File: src/rtl/hdmi_packet_pkg.sv
// Shared constants, types and the BCH LFSR step for the data island packet serializer.
package hdmi_packet_pkg;

  localparam int unsigned PACKET_PIXELS    = 32;
  localparam int unsigned HEADER_DATA_BITS = 24;
  localparam int unsigned SUB_DATA_BITS    = 56;
  localparam logic [7:0]  BCH_POLY         = 8'h83;

  typedef logic [23:0] packet_header_t;
  typedef logic [55:0] packet_sub_t;

  // One reflected-LFSR step: shift right, fold the polynomial in on feedback.
  function automatic logic [7:0] bch_step(input logic [7:0] ecc, input logic data_bit,
                                          input logic [7:0] poly = BCH_POLY);
    logic fb;
    fb = ecc[0] ^ data_bit;
    return (ecc >> 1) ^ (fb ? poly : 8'h00);
  endfunction

endpackage

File: src/rtl/bch_ecc_lane.sv
// 8-bit BCH parity accumulator absorbing 1 or 2 bits per enabled cycle.
module bch_ecc_lane
  import hdmi_packet_pkg::*;
#(
  parameter int unsigned BITS_PER_CYCLE = 1,
  parameter logic [7:0]  POLY           = BCH_POLY
) (
  input  logic       clk_pixel,
  input  logic       reset_n,
  input  logic       seed,
  input  logic       enable,
  input  logic [1:0] data_bits,
  output logic [7:0] ecc
);

  logic [7:0] ecc_q;
  logic [7:0] ecc_d;
  logic [7:0] ecc_base;

  // Seeding discards the previous packet's parity before absorbing the first bit.
  always_comb begin
    ecc_base = seed ? 8'h00 : ecc_q;
    ecc_d    = bch_step(ecc_base, data_bits[0], POLY);
    if (BITS_PER_CYCLE == 2) begin
      ecc_d = bch_step(ecc_d, data_bits[1], POLY);
    end
  end

  always_ff @(posedge clk_pixel or negedge reset_n) begin
    if (!reset_n) begin
      ecc_q <= 8'h00;
    end else if (enable) begin
      ecc_q <= ecc_d;
    end
  end

  assign ecc = ecc_q;

endmodule

File: src/rtl/data_island_packet_serializer.sv
// Serializes header/subpackets into 9 bits per pixel with on-the-fly BCH parity.
// Define HDMI_PACKET_CAPTURE_EN to latch header/sub at pixel 0 into shadow registers.
module data_island_packet_serializer
  import hdmi_packet_pkg::*;
#(
  parameter logic [7:0] ECC_POLY = BCH_POLY
) (
  input  logic        clk_pixel,
  input  logic        reset_n,
  input  logic        data_island_period,
  input  logic        data_island_next,
  input  logic [23:0] header,
  input  logic [55:0] sub [3:0],
  output logic [4:0]  packet_pixel_counter,
  output logic        packet_enable,
  output logic [8:0]  packet_data,
  output logic        packet_valid
);

  logic [4:0]     counter_q;
  logic           first_pixel;
  logic           hdr_data_phase;
  logic           sub_data_phase;
  packet_header_t hdr_cur;
  packet_sub_t    sub_cur [4];
  logic           hdr_bit;
  logic [7:0]     hdr_ecc;
  logic [7:0]     sub_ecc [4];
  logic [3:0]     sub_even;
  logic [3:0]     sub_odd;
  logic [8:0]     packet_data_d;
  logic [8:0]     packet_data_q;
  logic           packet_valid_q;

  always_ff @(posedge clk_pixel or negedge reset_n) begin
    if (!reset_n) begin
      counter_q <= 5'd0;
    end else if (data_island_period) begin
      counter_q <= counter_q + 5'd1;
    end else begin
      counter_q <= 5'd0;
    end
  end

  assign first_pixel    = (counter_q == 5'd0);
  assign hdr_data_phase = (counter_q < 5'(HEADER_DATA_BITS));
  assign sub_data_phase = (counter_q < 5'(SUB_DATA_BITS / 2));
  assign packet_enable  = data_island_next &&
                          (!data_island_period || counter_q == 5'(PACKET_PIXELS - 1));

`ifdef HDMI_PACKET_CAPTURE_EN
  packet_header_t hdr_shadow_q;
  packet_sub_t    sub_shadow_q [4];

  always_ff @(posedge clk_pixel or negedge reset_n) begin
    if (!reset_n) begin
      hdr_shadow_q <= '0;
      for (int i = 0; i < 4; i++) sub_shadow_q[i] <= '0;
    end else if (data_island_period && first_pixel) begin
      hdr_shadow_q <= header;
      for (int i = 0; i < 4; i++) sub_shadow_q[i] <= sub[i];
    end
  end

  // Pixel 0 must use the live inputs since the shadow loads on that same edge.
  always_comb begin
    hdr_cur = first_pixel ? header : hdr_shadow_q;
    for (int i = 0; i < 4; i++) sub_cur[i] = first_pixel ? sub[i] : sub_shadow_q[i];
  end
`else
  always_comb begin
    hdr_cur = header;
    for (int i = 0; i < 4; i++) sub_cur[i] = sub[i];
  end
`endif

  // Parity phase indices: c-24 and 2(c-28) reduce to the low counter bits.
  always_comb begin
    hdr_bit = hdr_data_phase ? hdr_cur[counter_q] : hdr_ecc[counter_q[2:0]];
    for (int i = 0; i < 4; i++) begin
      if (sub_data_phase) begin
        sub_even[i] = sub_cur[i][{counter_q, 1'b0}];
        sub_odd[i]  = sub_cur[i][{counter_q, 1'b1}];
      end else begin
        sub_even[i] = sub_ecc[i][{counter_q[1:0], 1'b0}];
        sub_odd[i]  = sub_ecc[i][{counter_q[1:0], 1'b1}];
      end
    end
  end

  bch_ecc_lane #(
    .BITS_PER_CYCLE(1),
    .POLY          (ECC_POLY)
  ) u_hdr_lane (
    .clk_pixel(clk_pixel),
    .reset_n  (reset_n),
    .seed     (first_pixel),
    .enable   (data_island_period && hdr_data_phase),
    .data_bits({1'b0, hdr_bit}),
    .ecc      (hdr_ecc)
  );

  for (genvar i = 0; i < 4; i++) begin : g_sub_lane
    bch_ecc_lane #(
      .BITS_PER_CYCLE(2),
      .POLY          (ECC_POLY)
    ) u_sub_lane (
      .clk_pixel(clk_pixel),
      .reset_n  (reset_n),
      .seed     (first_pixel),
      .enable   (data_island_period && sub_data_phase),
      .data_bits({sub_odd[i], sub_even[i]}),
      .ecc      (sub_ecc[i])
    );
  end

  always_comb begin
    packet_data_d = 9'h000;
    if (data_island_period) begin
      packet_data_d = {sub_odd, sub_even, hdr_bit};
    end
  end

  always_ff @(posedge clk_pixel or negedge reset_n) begin
    if (!reset_n) begin
      packet_data_q  <= 9'h000;
      packet_valid_q <= 1'b0;
    end else begin
      packet_data_q  <= packet_data_d;
      packet_valid_q <= data_island_period;
    end
  end

  assign packet_pixel_counter = counter_q;
  assign packet_data          = packet_data_q;
  assign packet_valid         = packet_valid_q;

endmodule

File: config.mk
export PLATFORM = sky130hd
export DESIGN_NAME = data_island_packet_serializer
export DESIGN_NICKNAME = d
export VERILOG_FILES = /design/src/rtl/hdmi_packet_pkg.sv /design/src/rtl/bch_ecc_lane.sv /design/src/rtl/data_island_packet_serializer.sv
export SDC_FILE = /design/constraint.sdc
export NUM_CORES = 1
export LEC_CHECK = 0
export BUFFER_PORTS_ARGS = -buffer_cell sky130_fd_sc_hd__buf_2
export CORE_ASPECT_RATIO = 0.9
export CORE_MARGIN = 2
export CORE_UTILIZATION = 30
export CTS_CLUSTER_DIAMETER = 50
export DETAILED_ROUTE_END_ITERATION = 8
export PLACE_DENSITY = 0.67
export SLEW_MARGIN = 10
export SYNTH_ARGS = -nofsm -noshare
export SYNTH_HDL_FRONTEND = slang
export SYNTH_SLANG_ARGS = --single-unit
File: constraint.sdc
create_clock -name clk_pixel -period 4.4 [get_ports clk_pixel]
set_clock_uncertainty 0.2 [all_clocks]
set_input_delay 0.44 -clock clk_pixel [delete_from_list [all_inputs] [get_ports clk_pixel]]
set_output_delay 0.44 -clock clk_pixel [all_outputs]
set_load 0.05 [all_outputs]
# After elaboration in Yosys (flattened, before gate mapping)

Index checks and enable logic that the tools add are counted.

Add/sub/neg operators: 1
Multipliers: 0
Div/mod/pow operators: 0
Magnitude comparators: 8
Equality and inequality tests: 1
Shift operators: 0
Multiplexer cells: 61
Bitwise operators: 18
Reduce and logical (&&, ||, !) cells: 6

Operators with widths:

| cell                | count |
|---|---|
| $mux 8              | 14 |
| $xor 7x8->8         | 9 |
| $bmux 1 s5          | 9 |
| $mux 1              | 27 |
| $bmux 1 s2          | 8 |
| $lt 6x7->1 const B  | 2 |
| $lt 3x4->1 const B  | 3 |
| $lt 5x5->1 const B  | 2 |
| $mux 9              | 1 |
| $xor 1x1->1         | 9 |
| $lt 5x6->1 const B  | 1 |
| $add 5x1->5 const B | 1 |
| $eq 5x5->1 const B  | 1 |
| $logic_not 5->1     | 1 |
| $mux 5              | 1 |
| $bmux 1 s3          | 1 |
| $logic_and 1x1->1   | 3 |
| $logic_not 1->1     | 1 |
| $logic_or 1x1->1    | 1 |

Register bits: 55
Bits in latches: 0
RAM bits: 0
ROM bits: 0
Input port bits: 252
Output and inout bits: 16
Logic and storage cells: 103
Memories: 0

# Logic depth before layout (Yosys ltp)

Depth after elaboration: 9
Mapped depth: 16
Gate-level depth less buffers: 10

# Hierarchy

Synthesis repeated with hierarchy kept, for this count alone.

Cells, all modules: 487
Area total of the unflattened synthesis: 5212.5 um2

By module, submodules not included:

| module                                       | times used | cells an instance | area an instance (um2) | seq. area each (um2) |
|---|---|---|---|---|
| data_island_packet_serializer                | 1          | 266               | 3095.5                 | 375.4 |
| bch_ecc_lane at g_sub_lane[0].u_sub_lane ... | 4          | 45                | 430.4                  | 200.2 |
| bch_ecc_lane at u_hdr_lane                   | 1          | 41                | 395.4                  | 200.2 |

# Worst setup path after synthesis

No wires, ideal clock.

Kind: register to register
Start: register counter_q[0], in the netlist packet_pixel_counter[0]
End: register g_sub_lane[1].u_sub_lane.ecc_q[1]
Setup time: 96 ps
Arrival: 3360 ps
Required time: 4104 ps
Slack: 745 ps
Cell stages (with the launch flop): 15
Path buffers: 6
Clock period less this slack: 3655 ps
Cells stage by stage: dfrtp_1 > buf_6 > buf_6 > buf_6 > buf_4 > buf_4 > inv_1 > ha_1 > or4b_1 > clkbuf_1 > nand2_1 > xor2_1 > xnor2_1 > mux2_2 > nor4_2

Word-level cells in the longest chain between the ends: 9
Elaborated cells on any way between the ends: 20
Classes of those cells: 1 x order compare; 13 x mux; 4 x bitwise; 2 x reduce/logical

RTL lines:

| item                                     | RTL line                                                                 | text |
|---|---|---|
| start, declared                          | data_island_packet_serializer.sv:20                                      | `logic [4:0] counter_q;` |
| start signal, assigned                   | data_island_packet_serializer.sv:39                                      | `counter_q <= counter_q + 5'd1;` |
| $bmux 1 s5 or $bmux 1 s2 (tied branches) | data_island_packet_serializer.sv:82, data_island_packet_serializer.sv:85 |  |
| $mux 1 (on tied branches)                | data_island_packet_serializer.sv:82, data_island_packet_serializer.sv:85 |  |
| $mux 1                                   | data_island_packet_serializer.sv:81                                      | `if (sub_data_phase) begin` |
| $xor 1x1->1                              | hdmi_packet_pkg.sv:16                                                    | `fb = ecc[0] ^ data_bit;` |
| $mux 8                                   | hdmi_packet_pkg.sv:17                                                    | `return (ecc >> 1) ^ (fb ? poly : 8'h00);` |
| $xor 7x8->8                              | hdmi_packet_pkg.sv:17                                                    |  |
| $xor 1x1->1                              | hdmi_packet_pkg.sv:16                                                    |  |
| $mux 8                                   | hdmi_packet_pkg.sv:17                                                    |  |
| $xor 7x8->8                              | hdmi_packet_pkg.sv:17                                                    |  |
| end signal, assigned                     | bch_ecc_lane.sv:31                                                       | `ecc_q <= 8'h00;` |
| end signal, assigned                     | bch_ecc_lane.sv:33                                                       | `ecc_q <= ecc_d;` |
| end, declared                            | bch_ecc_lane.sv:16                                                       | `logic [7:0] ecc_q;` |

Several ways; a longest one is shown, not always the timed one. The select of a mux whose other input is x is not followed.
A chain may end at the register's enable or synchronous reset.

# Worst setup path after layout

Start: register counter_q[0], in the netlist packet_pixel_counter[0]
End: register g_sub_lane[0].u_sub_lane.ecc_q[1]

Word-level cells in the longest chain between the ends: 9
Elaborated cells on any way between the ends: 20
Classes of those cells: 1 x order compare; 13 x mux; 4 x bitwise; 2 x reduce/logical

RTL lines:

| item                                     | RTL line |
|---|---|
| $bmux 1 s5 or $bmux 1 s2 (tied branches) | data_island_packet_serializer.sv:82, data_island_packet_serializer.sv:85 |
| $mux 1 (on tied branches)                | data_island_packet_serializer.sv:82, data_island_packet_serializer.sv:85 |
| $mux 1                                   | data_island_packet_serializer.sv:81 |
| $xor 1x1->1                              | hdmi_packet_pkg.sv:16 |
| $mux 8                                   | hdmi_packet_pkg.sv:17 |
| $xor 7x8->8                              | hdmi_packet_pkg.sv:17 |
| $xor 1x1->1                              | hdmi_packet_pkg.sv:16 |
| $mux 8                                   | hdmi_packet_pkg.sv:17 |
| $xor 7x8->8                              | hdmi_packet_pkg.sv:17 |
| end signal, assigned                     | bch_ecc_lane.sv:31 |
| end signal, assigned                     | bch_ecc_lane.sv:33 |
| end, declared                            | bch_ecc_lane.sv:16 |

Several ways; a longest one is shown, not always the timed one. The select of a mux whose other input is x is not followed.

==> impl_metrics.py <==
metrics = {
    "run_status": {
        "status": "complete, no violations",
    },
    "finish": {
        "drive_gt1_share_pct": 50.22,
        "final_cell_mix": "buf_2 (267), nand2_1 (59), dfrtp_1 (52)",
        "nNetsFinal": 951,
        "layout_commonest_cell": "buf_2",
        "fillers": 1606,
        "seq_area_um2": 1383,
        "final_cells": 907,
        "area_growth_pct": 33.07,
        "multi_input_area_um2": 3317,
        "design_area_um2": 6555,
    },
    "sta": {
        "drv_slew": 0,
        "period_needed_ns": 3.561,
        "final_hold_viol_count": 0,
        "fin_crit_sh_pct": 80.93,
        "rsz0062_at_grt": "false",
        "tightestPinTransition_ns": 0.9755,
        "fmaxAchievable_ghz": 0.2808,
        "setup_viol": 0,
        "relSlewSlack_pct": 34.83,
        "fin_tns_setup_ns": 0,
    },
    "worst_setup_path": {
        "path_depth": 8,
        "worstSetupStartpoint": "packet_pixel_counter[0]",
        "cpLargestDelayFamily": "flip-flops",
        "critPathArrivalTime_ns": 3.52,
        "cp.required_ns": 4.36,
        "critPathKind": "flip-flop to flip-flop",
        "critPathCapture": "g_sub_lane[0].u_sub_lane.ecc[1]",
        "crit_path_top_delay_cell": "dfrtp_4",
        "path_cells": "buf_4 > mux4_2 > a211oi_1 > a22oi_1 > xnor2_1 > xnor2_1 > xor2_1 > a21oi_1",
        "reg2reg_depth": 8,
        "rrSetupSlack_ns": 0.84,
        "startpoint_type": "flip-flop",
        "rr_startpoint": "packet_pixel_counter[0]",
        "crit_fanout": 46,
        "crit_buf_inv": 1,
        "max_stage_delay_ns": 0.89,
        "crit_path_end_kind": "flip-flop",
        "critPathMostFrequentCell": "xnor2_1",
        "r2r-end": "g_sub_lane[0].u_sub_lane.ecc[1]",
    },
    "synthesis": {
        "syn-num-nets": 705,
        "ys_ff_latch": 55,
        "ys_top_cells_by_area": "dfrtp_1 (28%), mux4_2 (22%), mux4_1 (6.9%)",
        "synth_edf_count": 0,
        "syn_inst": 450,
        "seq_area_frac_synth_pct": 27.94,
        "synth.top_cell.area_share_pct": 27.94,
        "async_reset_ff_share_pct": 100.0,
        "avgSynthCellArea_um2": 10.95,
        "yosys.area.top_type": "dfrtp_1",
        "synth-main-ff-cell": "dfrtp_1",
        "post_synth_num_cell_types": 51,
        "syn_area_um2": 4926,
        "yosys_warnings": 0,
    },
    "route": {
        "drt_wl_total_mm": 16.24,
        "routed-via-count": 4713,
        "drt_iter0_drc": 275,
        "wl_per_cell_um": 17.91,
        "route.detailed.drc": 0,
        "vias_per_cell": 5.196,
        "dr.pass1.iters": 4,
        "postRouteAntennaNets": 0,
    },
    "flow_run": {
        "max_cap_viol_count": 0,
    },
    "global_route": {
        "grt_pass1_wl_mm": 25.76,
        "grt_max_degree": 47,
        "track_usage_pct": 18.40,
        "grt_overflow_total": 0,
        "grt_pass1_vias": 4872,
        "grt_antenna_before_repair": 2,
    },
    "placed_design": {
        "placedCellCount": 896,
        "place.port_buffers": 267,
        "place_hpwl_mm": 12.65,
        "post_dp_cell_area_um2": 6404,
        "routabilityCongestion": 0.8230,
    },
    "cts": {
        "cts.sinks": 55,
        "max-clock-path-buffers": 2,
        "ctsHoldBuffers": 0,
        "tritoncts": "built",
        "path_clk_slew_ns": 0.07,
        "ctsRootBufferMaster": "clkbuf_16",
        "cts-resized-gates": 0,
        "clk-insertion-delay-late_ns": 0.29,
        "cts_max_level": 2,
        "cts_buffers": 5,
        "cts_setup_buffers": 0,
    },
    "floorplanning": {
        "die_h_um": 125.6,
        "ios": 268,
        "die_x_um": 139.1,
        "core-area_um2": 16080,
        "fp.dieArea_um2": 17460,
        "initial_core_util_pct": 30.64,
        "num_rows": 44,
    },
    "power_and_ir_drop": {
        "vdd_drop_max_mv": 0.1968,
        "p_leak_uw": 0.003022,
        "powerDensity_nw_per_um2": 330.7,
    },
    "hold_path": {
        "hp-class": "input port to async pin",
    },
}
per-layer routing:
metal | global-route usage (%) | up-vias | routed length, um
met5 | 0 | - | 0
met4 | 3.803 | 0 | 145
met3 | 3.524 | 12 | 1059
met2 | 33.61 | 166 | 8596
met1 | 22.68 | 2327 | 6443
li1 | - | 2208 | -
flip-flops by register name (all words and copies together), names as in the netlist:
name	flops
g_sub_lane.u_sub_lane.ecc	32
packet_data	9
packet_pixel_counter	5
packet_valid	1
u_hdr_lane.ecc	8
synth_stat cells, drive strengths merged (4+ instances only):
cell type,instances
a211oi,7
a21oi,14
a22o,6
a22oi,7
and2,7
buf,27
clkbuf,14
dfrtp,55
mux2i,35
mux4,61
nand2,59
nand2b,8
nand3,22
nor2,36
nor2b,4
o211ai,8
o21ai,10
o221ai,6
o22ai,5
xnor2,20
xor2,12
power by group:
group	internal (uW)	switching (uW)	leakage [uW]
Sequential	648	157	0.000693
Combinational	511	453	0.00226
Clock	212	188	0.0000740
Total	1370	798	0.00302
metrics by stage:
| step | power (uW) | utilization, % | setup WS [ns] | hold slack (ns) |
|---|---|---|---|---|
| after floorplan | 1500 | - | 0.7446 | -0.05559 |
| after global placement | 1764 | 39.84 | 0.8148 | 0.2770 |
| after detailed placement | 1777 | 39.84 | 0.7875 | 0.2808 |
| after CTS | 2185 | 40.73 | 0.7492 | 0.08757 |
| after global routing | 2326 | 40.76 | 0.4939 | 0.1288 |
| final | 2168 | 40.78 | 0.8391 | 0.06202 |
worst min path at each step:
| stage | startpoint | slack, ns | end | cells after the start |
|---|---|---|---|---|
| after floorplan | reset_n | -0.06 | g_sub_lane[0].u_sub_lane.ecc[0] | 0 |
| after global placement | g_sub_lane[1].u_sub_lane.ecc[5] | 0.28 | g_sub_lane[1].u_sub_lane.ecc[5] | 2 |
| after detailed placement | g_sub_lane[1].u_sub_lane.ecc[4] | 0.28 | g_sub_lane[1].u_sub_lane.ecc[4] | 2 |
| after CTS | reset_n | 0.09 | u_hdr_lane.ecc[5] | 1 |
| after global routing | reset_n | 0.13 | packet_data[0] | 1 |
| final | reset_n | 0.06 | u_hdr_lane.ecc[5] | 1 |
cell type report:
type                            instances  share of cell area, %
Timing Repair Buffer                  280                  21.87
Multi-Input combinational cell        351                  50.60
Inverter                                3                 0.1718
Sequential cell                        55                  21.09
Tap cell                              207                  3.951
Clock inverter                          3                 0.2863
Clock buffer                            5                  1.909
Antenna cell                            3                 0.1145
kinds of logic after synthesis:
family                   after synthesis  synth area share (%)
XOR/XNOR                              32                 5.690
adder cells (fa/ha/maj)                3                0.7621
buffers and inverters                 44                 4.927
flip-flops                            55                 27.94
multiplexers                          99                 36.93
AND/OR/NAND/NOR                      146                 13.51
AO/OA/AOI/OAI                         71                 10.24
No activity file was read; power rests on OpenSTA's default activity.
